$ cat src/rtl/led_pkg.sv
// rtl/led_pkg.sv - shared constants, FSM and phase encodings for the HUB75 scanner
package led_pkg;

  localparam int PANEL_W = 64;
  localparam int HALF_H  = 32;

  localparam int IDX_DATA = 0;
  localparam int IDX_ADDR = 6;
  localparam int IDX_LCLK = 11;
  localparam int IDX_LAT  = 12;
  localparam int IDX_OE_N = 13;

  localparam int TAIL_CYCLES  = 4;
  localparam int BLANK_CYCLES = 2;
  localparam int CNT_W        = 16;

  typedef enum logic [2:0] {
    ST_SHIFT = 3'd0,
    ST_TAIL  = 3'd1,
    ST_BLANK = 3'd2,
    ST_LATCH = 3'd3,
    ST_ON    = 3'd4
  } state_e;

  typedef enum logic [1:0] {
    PH_P0 = 2'd0,
    PH_P1 = 2'd1,
    PH_P2 = 2'd2,
    PH_P3 = 2'd3
  } phase_e;

endpackage

$ cat src/rtl/led_scanner.sv
// rtl/led_scanner.sv - HUB75 64x64 scan initiator: painter queries, column shift, latch, display
// Optional macro LED_SCANNER_BRIGHTNESS_EN adds a brightness input that trims OE_N low time in ON.
module led_scanner
  import led_pkg::*;
#(
  parameter int SUBFRAMES = 8,
  parameter int ON_CYCLES = 64
) (
  input  logic        clk,
  input  logic        resetn,
`ifdef LED_SCANNER_BRIGHTNESS_EN
  input  logic [2:0]  brightness,
`endif
  output logic [12:0] frame,
  output logic [7:0]  subframe,
  output logic [5:0]  x,
  output logic [5:0]  y,
  input  logic [2:0]  rgb,
  output logic [15:0] LED_PANEL
);

  localparam logic [CNT_W-1:0] ON_LAST = CNT_W'(ON_CYCLES - 1);

  state_e            state_q, state_d;
  phase_e            phase_q, phase_d;
  logic [5:0]        col_q, col_d;
  logic [4:0]        row_q, row_d;
  logic [CNT_W-1:0]  cnt_q, cnt_d;
  logic [7:0]        subframe_q, subframe_d;
  logic [12:0]       frame_q, frame_d;
  logic [2:0]        top_q, top_d;
  logic [5:0]        data_q, data_d;
  logic [4:0]        addr_q, addr_d;
  logic              lclk_q, lclk_d;
  logic              lat_q, lat_d;
  logic              oe_n_q, oe_n_d;
`ifdef LED_SCANNER_BRIGHTNESS_EN
  logic [CNT_W-1:0]  on_len_q, on_len_d;
`endif

  always_comb begin
    state_d    = state_q;
    phase_d    = phase_q;
    col_d      = col_q;
    row_d      = row_q;
    cnt_d      = cnt_q;
    subframe_d = subframe_q;
    frame_d    = frame_q;
    top_d      = top_q;
    data_d     = data_q;
    addr_d     = addr_q;
`ifdef LED_SCANNER_BRIGHTNESS_EN
    on_len_d   = on_len_q;
`endif
    case (state_q)
      ST_SHIFT: begin
        phase_d = phase_e'(phase_q + 2'd1);
        if (phase_q == PH_P1) top_d = rgb;
        // bottom half-row pixel arrives in P2 and goes straight to the pins with the top
        if (phase_q == PH_P2) data_d = {rgb, top_q};
        if (phase_q == PH_P3) begin
          col_d = col_q + 6'd1;
          if (col_q == 6'(PANEL_W - 1)) begin
            state_d = ST_TAIL;
            cnt_d   = '0;
          end
        end
      end
      ST_TAIL: begin
        if (cnt_q == CNT_W'(TAIL_CYCLES - 1)) begin
          state_d = ST_BLANK;
          cnt_d   = '0;
          addr_d  = row_q;
        end else begin
          cnt_d = cnt_q + 1'b1;
        end
      end
      ST_BLANK: begin
        if (cnt_q == CNT_W'(BLANK_CYCLES - 1)) begin
          state_d = ST_LATCH;
          cnt_d   = '0;
        end else begin
          cnt_d = cnt_q + 1'b1;
        end
      end
      ST_LATCH: begin
        state_d = ST_ON;
        cnt_d   = '0;
`ifdef LED_SCANNER_BRIGHTNESS_EN
        on_len_d = CNT_W'(((32'(brightness) + 32'd1) * 32'(ON_CYCLES)) >> 3);
`endif
      end
      ST_ON: begin
        if (cnt_q == ON_LAST) begin
          state_d = ST_SHIFT;
          cnt_d   = '0;
          row_d   = row_q + 5'd1;
          if (row_q == 5'(HALF_H - 1)) begin
            if (subframe_q == 8'(SUBFRAMES - 1)) begin
              subframe_d = 8'd0;
              frame_d    = frame_q + 13'd1;
            end else begin
              subframe_d = subframe_q + 8'd1;
            end
          end
        end else begin
          cnt_d = cnt_q + 1'b1;
        end
      end
      default: state_d = ST_SHIFT;
    endcase

    // panel strobes are registered from the next state so they line up with the state they describe
    lclk_d = 1'b0;
    if ((state_d == ST_SHIFT) && (col_d != 6'd0) && ((phase_d == PH_P1) || (phase_d == PH_P2)))
      lclk_d = 1'b1;
    if ((state_d == ST_TAIL) && ((cnt_d == CNT_W'(1)) || (cnt_d == CNT_W'(2))))
      lclk_d = 1'b1;
    lat_d = (state_d == ST_LATCH);
`ifdef LED_SCANNER_BRIGHTNESS_EN
    oe_n_d = !((state_d == ST_ON) && (cnt_d < on_len_d));
`else
    oe_n_d = (state_d != ST_ON);
`endif
  end

  always_ff @(posedge clk or negedge resetn) begin
    if (!resetn) begin
      state_q    <= ST_SHIFT;
      phase_q    <= PH_P0;
      col_q      <= '0;
      row_q      <= '0;
      cnt_q      <= '0;
      subframe_q <= '0;
      frame_q    <= '0;
      top_q      <= '0;
      data_q     <= '0;
      addr_q     <= '0;
      lclk_q     <= 1'b0;
      lat_q      <= 1'b0;
      oe_n_q     <= 1'b1;
`ifdef LED_SCANNER_BRIGHTNESS_EN
      on_len_q   <= '0;
`endif
    end else begin
      state_q    <= state_d;
      phase_q    <= phase_d;
      col_q      <= col_d;
      row_q      <= row_d;
      cnt_q      <= cnt_d;
      subframe_q <= subframe_d;
      frame_q    <= frame_d;
      top_q      <= top_d;
      data_q     <= data_d;
      addr_q     <= addr_d;
      lclk_q     <= lclk_d;
      lat_q      <= lat_d;
      oe_n_q     <= oe_n_d;
`ifdef LED_SCANNER_BRIGHTNESS_EN
      on_len_q   <= on_len_d;
`endif
    end
  end

  always_comb begin
    LED_PANEL                  = '0;
    LED_PANEL[IDX_DATA +: 6]   = data_q;
    LED_PANEL[IDX_ADDR +: 5]   = addr_q;
    LED_PANEL[IDX_LCLK]        = lclk_q;
    LED_PANEL[IDX_LAT]         = lat_q;
    LED_PANEL[IDX_OE_N]        = oe_n_q;
  end

  assign x        = col_q;
  assign y        = {(phase_q != PH_P0), row_q};
  assign frame    = frame_q;
  assign subframe = subframe_q;

endmodule

$ cat config.mk
export PLATFORM = sky130hd
export DESIGN_NAME = led_scanner
export DESIGN_NICKNAME = d
export VERILOG_FILES = /design/src/rtl/led_pkg.sv /design/src/rtl/led_scanner.sv
export SDC_FILE = /design/constraint.sdc
export NUM_CORES = 1
export LEC_CHECK = 0
export BUFFER_PORTS_ARGS = -buffer_cell sky130_fd_sc_hd__clkbuf_2
export CORE_ASPECT_RATIO = 0.7
export CORE_UTILIZATION = 30
export DETAILED_ROUTE_END_ITERATION = 6
export GPL_TIMING_DRIVEN = 0
export REMOVE_ABC_BUFFERS = 1
export SETUP_SLACK_MARGIN = 0.02
export SYNTH_ARGS = -nofsm -noshare
export SYNTH_HDL_FRONTEND = slang
export SYNTH_SLANG_ARGS = --single-unit
$ cat constraint.sdc
create_clock -name clk -period 3.7 [get_ports clk]
set_input_delay 0.555 -clock clk [delete_from_list [all_inputs] [get_ports clk]]
set_output_delay 0.555 -clock clk [all_outputs]
set_load 0.05 [all_outputs]
==> summary.md, run 1 <==
| Metric | Value |
|---|---|
| Status | complete, no violations |
| Clock Tree Root | clkbuf_16 |
| Crit path DAT | 3.11 ns |
| # rows | 33 |
| Pwr dens | 380 mW/mm^2 |
| Non-Filler Instances | 566 |
| Met3 Use GR | 3.67% |
| Die span in x | 136 um |
| HP Class | in2async |
| Placed cell count | 550 |
| Number of I/O pins | 54 |
| Fin nets | 420 |
| DRT Pass-1 Iters | 4 |
| YS warnings | 0 |
| Max rail drop VDD | 0.000223 V |
| Setup TNS | 0 ns |
| M1 GR Usage | 21.2% |
| Filler cells | 1181 |
| H-tree levels | 3 |
| Slew HR | approximately 54% |
| Worst Hold Slack | roughly 0.076 ns |
| Asr flop ratio synth | 100% |
| Via count | 2856 |
| Top Usage Layer GRT | met1 |
| Wire length of the first global-routing pass | 14200 um |
| Synth Register Bits | 70 |
| Reg2reg setup slack | 0.81 ns |
| Final Core Density | 37.2% |
| Pleak | 2.03 nW |
| Synthesized netlist cell count | ~360 |
| Post-synth EDFFs | 0 |
| Total CTS buffers | 9 |
| Chip Height | 95.6 um |
| Post-route ant nets | 0 |
| CP required | 3.92 ns |
| Setup repair bufs after CTS | 0 |
| Via density | 5.05 |
| Die ar. | 0.0130 mm^2 |
| RSZ-0062 raised after global routing | false |
| Initial antenna violation count | 0 |
| Met2 GRT Util | about a fifth |
| N_diodes | 0 |
| Hold Vio Cnt, Final | 0 |
| DRT iter0 DRCs | between 150 and 200 |
| Min Tclk post-route | 2.89 ns |
| Worst skew pair latency | 0.33 ns |
| Detailed Route WL | 8390 um |
| Hold Buf Count CTS | 0 |
| Tot Pwr | about 1.7 mW |
| Core area | roughly 0.012 mm^2 |
| Fmax | 346 MHz |
| Sequential share of the synthesized area | between 40% and 50% |
| Area Overhead vs Synth | 18.4% |
| DRC viols | 0 |
| Share of layout cells above drive strength 1 | 25.2% |
| PortBufs | 51 |
| Clock Sinks | 70 |
| Layout Skew | 0.00622 ns |
| Top_reg_cell synth | dfrtp_1 |
| Syn_area_per_cell | 10.5 um^2 |
| Max_cap viols | 0 |
| Yosys cell types | 61 |
| Final HPWL DP | 5950 um |
| Gr usage total | 14.1% |
| Resized Gates After CTS | 0 |
| DR WL/cell | 14.8 um |
| Critical path class | reg2reg |
| Reg-to-reg endpoint | lclk_q |
| Total congestion overflow | 0 |
| Vias in the first global route | between 2k and 3k |
| Reg2reg start | cnt_q[0] |
| CTS clock-pin slew for the worst setup and hold paths | 0.06 ns |
| Crit start category | register |
| Cell Area, Synth | 0.00375 mm^2 |
| Final setup vio count | 0 |
| Largest net degree at the start of global routing | 64 |
| Pins Over Slew Limit | 0 |
| Initial Utilization | 31.4% |
| Critical Path End Type | register |
| GP Congestion | 0.860 |
| Register-to-Register Path Depth | 8 |
| Fin crit share | 78.0% |
| CTS Buffer Depth | 2 |
| Worst slew pin tran | about 0.69 ns |
| Critical path peak fanout | 10 |
| CTS tree | yes |
==> sequential cells by signal (all words and copies together) (netlist names) <==
| signal | flops |
|---|---|
| top_q | 3 |
| addr_q | 5 |
| data_q | 6 |
| oe_n_q | 1 |
| phase_q | 2 |
| lclk_q | 1 |
| state_q | 3 |
| x | 6 |
| subframe | 8 |
| frame | 13 |
| row_q | 5 |
| cnt_q | 16 |
| lat_q | 1 |
==> synthesized netlist by cell type (3+ instances only) <==
library cell  instances  share of area (%)
dfrtp_1              69                 46
nand2_1              30                3.0
nor2_1               24                2.4
o21ai_0              23                3.1
xnor2_1              21                4.9
mux2_2               19                5.7
nand3_1              15                2.0
nand4_1              13                2.2
and3_1               11                1.8
ha_1                 11                3.7
xor2_1               11                2.6
inv_1                10                1.0
a21oi_1               7               0.93
clkbuf_1              6               0.60
o31ai_1               6                1.2
buf_2                 5               0.67
buf_4                 5                1.0
nor3_1                5               0.67
and2_1                4               0.67
a22oi_1               3               0.60
nand2b_1              3               0.50
nand3b_1              3               0.60
nand4b_1              3               0.70
nor4_4                3                1.7
==> per-stage QoR <==
stage,instance area (um^2),setup WS (ns)
3_3_place_gp,4110,0.825
6_report,4440,0.814
3_5_place_dp,4140,0.828
2_1_floorplan,3660,1.17
5_1_grt,4440,0.596
4_1_cts,4440,0.826
==> worst max-delay path: stages (launching register included) <==
cell      delay (ns)
dfrtp_1         0.45
ha_1            0.29
and3_1          0.28
nand4_4         0.18
a22oi_4         0.35
o221ai_1        0.23
xor2_1          0.30
or4b_1          0.46
o31ai_1         0.24
==> area by class of cell <==
class	count	area, um^2	share of cell area (%)
Timing Repair Buffer	52	285	6.42
Tap cell	157	196	4.42
Multi-Input combinational cell	261	1870	42.1
Inverter	10	37.5	0.845
Sequential cell	70	1750	39.5
Clock buffer	11	243	5.46
Clock inverter	5	58.8	1.32
==> logic make-up (layout without fill, tap and decap cells) <==
group / count (synthesis) / count (layout) / synth area share (%)
and+or+nand+nor: 137 / 137 / 22.1
DFF: 70 / 70 / 46.7
AOI/OAI and AO/OA: 59 / 59 / 10.4
xor gates and xnor gates: 32 / 32 / 7.47
buffers and inverters: 27 / 78 / 3.57
muxes: 20 / 20 / 5.97
adders and majority gates: 11 / 11 / 3.67
other: 1 / 2 / 0.100
==> report_power, final <==
group          switching [mW]  internal (mW)
Sequential            0.00242          0.771
Combinational          0.0353         0.0105
Clock                   0.328          0.540
==> placed cells by master (no fill, tap or decap), types with 3 or more instances in the layout <==
cell and instances:
and3_1 11, clkbuf_16 9, mux2_2 19, o21ai_0 23
nand3_1 15, inv_1 10, nand2_1 30, nand4_1 13
nand2b_1 3, nor3_1 5, nor4_4 3, nand3b_1 3
a22oi_1 3, xnor2_1 21, clkbuf_2 50, o31ai_1 6
nand4b_1 3, ha_1 11, a21oi_1 7, and2_1 4
nor2_1 24, xor2_1 11, dfrtp_1 69
==> metal layers <==
metal / part of all wire [%] / vias to the layer above
met5: 0 / -
met4: 1.0 / 0
met3: 5.0 / 11
met2: 41 / 72
met1: 53 / 1395
li1: - / 1378
==> how the worst max path moves through the flow <==
| stage | start | to | depth (start not counted) |
|---|---|---|---|
| 5_1_grt | cnt_q[0] | lclk_q | 8 |
| 6_report | cnt_q[0] | lclk_q | 8 |
| 3_5_place_dp | cnt_q[8] | lclk_q | 7 |
| 2_1_floorplan | row_q[0] | frame[11] | 9 |
| 3_3_place_gp | cnt_q[8] | lclk_q | 7 |
| 4_1_cts | cnt_q[8] | lclk_q | 7 |
Note: power is estimated with default switching activity, not from simulation.
==> run 2, diff against run 1 <==
==> constraint.sdc (replaced) <==
create_clock -name clk -period 2.7 [get_ports clk]
set_input_delay 0.405 -clock clk [delete_from_list [all_inputs] [get_ports clk]]
set_output_delay 0.405 -clock clk [all_outputs]
set_load 0.05 [all_outputs]
==> run 2 against run 1 <==
  * Sequential power increased by 37%
  * Combinational power increased by 40%
  * Hold slack improved by 0.25 ns
  * First-iteration DRC count decreased by 5.0%
  * Clock skew increased by 0.0013 ns
  * Via count increased by 2.4%
  * Routed wire length increased by 2.0%
  * Critical path depth decreased by 1
==> summary.md, run 2 (synthesis gave the netlist of run 1 again) <==
| Metric | Value |
|---|---|
| Final HPWL DP | 5950 um (unchanged) |
| CTS clock-pin slew for the worst setup and hold paths | 0.06 ns (about the same) |
| Detailed Route WL | 8560 um (+2.0%) |
| Die ar. | 0.0130 mm^2 (unchanged) |
| Routed wire length on met2 | 3560 um (+3.5%) |
| Gr usage total | 14.3% (+0.12 points) |
| Critical path peak fanout | 9 (-1) |
| Met3 Routed Length | 510 um (+22%) |
| Total congestion overflow | 0 (unchanged) |
| DR top layer | met4 |
| Crit start category | register |
| Via density | 5.09 (+0.81%) |
| N_diodes | 0 (unchanged) |
| Most frequent cells in the layout | 68 x dfrtp_1, 50 x clkbuf_2, 27 x nand2_1, 24 x nor2_1, 23 x o21ai_0 |
| Clock Sinks | 70 (unchanged) |
| Critical path cell sequence | nor4_2 > nand4_2 > a22oi_4 > o221ai_1 > xor2_1 > or4b_1 > o31ai_1 |
| Final setup vio count | 0 (unchanged) |
| DR WL/cell | 14.9 um (+0.38%) |
| Length of routed wiring on met1 | 4430 um (-0.45%) |
| Post-route ant nets | 0 (unchanged) |
| Clock Tree Root | clkbuf_16 |
| Pleak | 2.07 nW (+2.1%) |
| Worst slew pin tran | 0.694 ns (+0.00463 ns) |
| Filler cells | 1180 (-0.085%) |
| Critical path class | reg2reg |
| Worst skew pair latency | 0.33 ns (about the same) |
| Layout Skew | 0.00755 ns (+0.00133 ns) |
| DRC viols | 0 (unchanged) |
| Max rail drop VDD | 0.000306 V (+37%) |
| Crit path DAT | 2.89 ns (-0.22 ns) |
| H-tree levels | 3 (unchanged) |
| Setup TNS | 0 ns (unchanged) |
| CP Buf/Inv Count | 0 (unchanged) |
| DRT Pass-1 Iters | 5 (+1) |
| Min Tclk post-route | 2.67 ns (-0.214 ns) |
| Pwr dens | 510 mW/mm^2 (+34%) |
| Fin crit share | 99.0% (+21 points) |
| Top reg by flops | cnt_q |
| Final Core Density | 38.0% (+0.81 points) |
| Reg2reg setup slack | 0.03 ns (-0.79 ns) |
| # rows | 33 (unchanged) |
| Wire length of the first global-routing pass | 14300 um (+0.82%) |
| Pins Over Slew Limit | 0 (unchanged) |
| Total CTS buffers | 9 (unchanged) |
| Top delay family on crit path | simple AND/OR/NAND/NOR gates |
| Slew HR | 53.3% (-0.31 points) |
| PortBufs | 51 (unchanged) |
| Die span in x | 136 um (unchanged) |
| HP Class | in2reg |
| Placed cell count | 550 (unchanged) |
| Non-Filler Instances | 575 (+1.6%) |
| Number of I/O pins | 54 (unchanged) |
| Critical Path End Type | register |
| Fmax | 374 MHz (+8.0%) |
| Status | complete, no violations |
| CP required | 2.92 ns (-1.00 ns) |
| Most common cell after layout, fill and taps aside | dfrtp_1 |
| Hold Vio Cnt, Final | 0 (unchanged) |
| Max reg flops | 16 (unchanged) |
| DRT iter0 DRCs | 172 (-5.0%) |
| Via count | 2925 (+2.4%) |
| Worst Hold Slack | 0.326 ns (+0.249 ns) |
| CTS Buffer Depth | 2 (unchanged) |
| Core area | 0.0119 mm^2 (unchanged) |
| Chip Height | 95.6 um (unchanged) |
| RSZ-0062 raised after global routing | true |
| Max_cap viols | 0 (unchanged) |
| GP Congestion | 0.860 (unchanged) |
| Fin nets | 429 (+2.1%) |
| Critical Path Max Stage Delay | 0.48 ns (+0.02 ns) |
| Initial antenna violation count | 0 (unchanged) |
| Largest net degree at the start of global routing | 64 (unchanged) |
| Slowest CP cell | dfrtp_1 |
| Area Overhead vs Synth | 21.0% |
| CTS tree | yes |
| Share of layout cells above drive strength 1 | 28.2% (+3.0 points) |
| Vias in the first global route | 2771 (+1.4%) |
| Initial Utilization | 31.4% (unchanged) |
[run 2: report_power, final]
part	switching, mW	internal, mW	total (mW)	leakage, nW
Combinational	0.0485	0.0154	0.0639	0.997
Clock	0.452	0.740	1.19	0.142
Sequential	0.00332	1.06	1.06	0.933
Total	0.504	1.81	2.32	2.07
[run 2: timing repair]
item	4_1_cts	5_1_grt
hold buffers	1	0
pin swaps	4	3
endpoints found under the hold margin	7	0
gates resized for setup	4	4
endpoints found under the setup margin	2	7
setup buffers	4	4
gates cloned	0	0
[run 2: through the flow]
stage / cell area, um^2 / worst slack [ns] / total power, mW
3_5_place_dp: 4140 / -0.172 / 1.14
2_1_floorplan: 3660 / 0.171 / 1.11
5_1_grt: 4540 / -0.107 / 2.41
6_report: 4540 / 0.0274 / 2.32
4_1_cts: 4490 / 0.0226 / 2.36
3_3_place_gp: 4110 / -0.175 / 1.14
[run 2: cell type report]
type	count	area, um^2	area share (%)
Clock buffer	11	243	5.35
Clock inverter	5	58.8	1.30
Inverter	10	37.5	0.827
Multi-Input combinational cell	261	1890	41.7
Sequential cell	70	1750	38.7
Tap cell	157	196	4.33
Timing Repair Buffer	61	355	7.83
[run 2: path summary, 6_finish.rpt]
path	start	end	cells past startpoint
min in group asynchronous	resetn	frame[9]	2
hold reg to reg	frame[12]	frame[12]	1
hold / removal	rgb[1]	data_q[4]	2
setup / recovery	cnt_q[5]	lclk_q	7
setup reg to reg	cnt_q[5]	lclk_q	7
max in group asynchronous	resetn	oe_n_q	3
[run 2: metal layers]
metal  track usage, %  vias up
met3             3.67        9
met1             21.4     1449
met2             19.7       68
met4             3.93        0
met5                0        -
li1                 -     1399
[run 2: worst reg2reg max path: cells and delay by family, from the launching register on]
kind,cells,cell delay (ns)
flops,1,0.48
compound gates,3,0.73
xor+xnor,1,0.27
simple gates,3,1.08
==> run 3, diff against run 2 <==
--- a/config.mk
+++ b/config.mk
@@ -10,6 +10,7 @@
 export CORE_UTILIZATION = 30
 export DETAILED_ROUTE_END_ITERATION = 6
 export GPL_TIMING_DRIVEN = 0
+export PLACE_DENSITY = 0.54
 export REMOVE_ABC_BUFFERS = 1
 export SETUP_SLACK_MARGIN = 0.02
 export SYNTH_ARGS = -nofsm -noshare
==> run 3 against run 2 <==
  * Routed wire length decreased by 3.6%
  * Power decreased by 5.5%
  * Sequential share of layout area about the same
  * Maximum frequency increased by 1.7%
  * Largest cell class unchanged
  * Combinational power decreased by 2%
  * Sequential power about the same
  * Final cell count unchanged
  * Final area increased by 0.19%
  * Non-clock buffer count unchanged
==> summary.md, run 3 (synthesis gave the netlist of run 1 again) <==
| Metric | Value |
|---|---|
| Status | complete, no violations |
| H-tree levels | 3 (unchanged) |
| CTS Buffer Depth | 2 (unchanged) |
| CP required | 2.93 ns (about the same) |
| Combinational share of power | 2.9% (about the same) |
| Top delay family on crit path | simple AND/OR/NAND/NOR gates |
| Pwr dens | 481 mW/mm^2 (-5.7%) |
| Crit path DAT | 2.86 ns (-0.03 ns) |
| Worst Hold Slack | 0.0384 ns (-0.288 ns) |
| Top reg by flops | cnt_q |
| Fin nets | 429 (unchanged) |
| Layout Skew | 0.00619 ns (-0.00137 ns) |
| Critical Path End Type | register |
| Detailed Route WL | 8240 um (-3.6%) |
| Crit start category | register |
| Worst setup margin | 0.0728 ns (+0.0454 ns) |
| CP Buf/Inv Count | 2 (+2) |
| Reg2reg start | cnt_q[10] |
| CTS clock-pin slew for the worst setup and hold paths | 0.05 ns (about the same) |
| DR WL/cell | 14.3 um (-3.6%) |
| Initial antenna violation count | 0 (unchanged) |
| CP Depth | 9 (+2) |
| Fmax | 381 MHz (+1.7%) |
| Fin crit share | 97.3% (-1.7 points) |
| Slowest CP cell | or4b_1 |
| Final setup vio count | 0 (unchanged) |
| Share of power burned in registers | 48.5% (+2.7 points) |
| PortBufs | 51 (unchanged) |
| CP Launch Point | cnt_q[10] |
| N_diodes | 0 (unchanged) |
| Total congestion overflow | 0 (unchanged) |
| Worst skew pair latency | 0.33 ns (about the same) |
| Min Tclk post-route | 2.63 ns (-0.0454 ns) |
| DRC viols | 0 (unchanged) |
| RSZ-0062 raised after global routing | true |
| Die span in x | 136 um (unchanged) |
| Clock Tree Root | clkbuf_16 |
| Gr usage total | 13.7% (-0.61 points) |
| Chip Height | 95.6 um (unchanged) |
| Critical path cell sequence | nor4_4 > buf_4 > nand4_1 > buf_4 > nand2_2 > and2_4 > o32ai_1 > or4b_1 > o31ai_2 |
| Most common cell after layout, fill and taps aside | dfrtp_1 |
| Pins Over Slew Limit | 0 (unchanged) |
| Pleak | 2.06 nW (-0.44%) |
| # rows | 33 (unchanged) |
| Crit-path most repeated cell | buf_4 |
| Share of layout cells above drive strength 1 | 29.7% (+1.4 points) |
| Slew HR | 50.8% (-2.5 points) |
| Worst slew pin tran | 0.731 ns (+0.0377 ns) |
| Max reg flops | 16 (unchanged) |
| DRT iter0 DRCs | 140 (-19%) |
| Die ar. | 0.0130 mm^2 (unchanged) |
| Via density | 5.02 (-1.2%) |
| Filler cells | 1191 (+0.93%) |
| Tot Pwr | 2.19 mW (-5.5%) |
| DP Worst Slack | -0.242 ns (-0.0703 ns) |
| Critical path peak fanout | 14 (+5) |
| Most frequent cells in the layout | 65 x dfrtp_1, 50 x clkbuf_2, 27 x nand2_1, 24 x nor2_1, 23 x o21ai_0 |
| Cell internal pwr | 1.72 mW (-5.3%) |
| Total CTS buffers | 9 (unchanged) |
| Initial Utilization | 31.4% (unchanged) |
| HP Class | in2async |
| Area Overhead vs Synth | 21.2% |
| Max rail drop VDD | 0.000295 V (-3.5%) |
| Post-route ant nets | 0 (unchanged) |
| Number of I/O pins | 54 (unchanged) |
| Vias in the first global route | 2691 (-2.9%) |
| Largest net degree at the start of global routing | 44 (-31%) |
| Critical path class | reg2reg |
| Final Core Density | 38.1% (+0.073 points) |
| Critical Path Max Stage Delay | 0.50 ns (+0.02 ns) |
| Register-to-Register Path Depth | 9 (+2) |
| Psw | 0.472 mW (-6.4%) |
| Hold Vio Cnt, Final | 0 (unchanged) |
| Core area | 0.0119 mm^2 (unchanged) |
| Clock Sinks | 70 (unchanged) |
| CTS tree | yes |
| Switching fraction of total power | 21.6% (-0.20 points) |
| Clock share of power | 48.7% (-2.8 points) |
| DRT Pass-1 Iters | 4 (-1) |
| Via count | 2889 (-1.2%) |
| Final HPWL DP | 5890 um (-0.90%) |
| Wire length of the first global-routing pass | 13600 um (-5.1%) |
| GP Congestion | 0.810 (-5.8%) |
| Max_cap viols | 0 (unchanged) |
==> run 3: cell type report <==
| type | count | area [um^2] | share of cell area (%) |
|---|---|---|---|
| flip-flops and latches | 70 | 1760 | 38.7 |
| clock buffers | 13 | 250 | 5.50 |
| well taps | 157 | 196 | 4.32 |
| multi-input cells | 261 | 1930 | 42.5 |
| repair buffers | 61 | 353 | 7.76 |
| clock inverters | 3 | 20.0 | 0.440 |
| inverters | 10 | 37.5 | 0.826 |
==> run 3: path summary, 6_finish.rpt <==
check / end / slack [ns]
max in group asynchronous: oe_n_q / 2.04
worst max-delay path: lclk_q / 0.07
min in group clk: top_q[1] / 0.33
worst min register to register: frame[12] / 0.47
worst min-delay path: frame[12] / 0.04
worst max register to register: lclk_q / 0.07
==> run 3: per-layer routing <==
metal	GRT usage (%)	wire [um]	vias up
met3	4.04	446	10
met1	20.0	4290	1405
li1	-	-	1401
met5	0	0	-
met2	18.9	3420	73
met4	4.31	93	0
==> run 3: what timing repair did <==
| action | in CTS | in global routing |
|---|---|---|
| hold buffers | 0 | 0 |
| setup endpoints to repair | 1 | 3 |
| buffers inserted | 4 | 5 |
| resized for setup | 5 | 13 |
| pin swaps | 4 | 6 |
| endpoints found under the hold margin | 0 | 0 |
==> run 3: power by group through the flow <==
stage	clock, mW	combinational (mW)	sequential [mW]
after floorplan	0	0.0119	1.09
after global placement	0	0.0587	1.08
after detailed placement	0	0.0652	1.08
after CTS	1.11	0.0651	1.06
after global routing	1.16	0.0693	1.06
final	1.07	0.0625	1.06
==> run 3: stage by stage <==
| stage | setup TNS (ns) | instances | cell area, um^2 |
|---|---|---|---|
| after floorplan | 0 | 341 | 3660 |
| after global placement | -0.186 | 549 | 4110 |
| after detailed placement | -0.242 | 550 | 4140 |
| after CTS | 0 | 570 | 4450 |
| after global routing | -0.0493 | 575 | 4550 |
| final | 0 | 575 | 4550 |
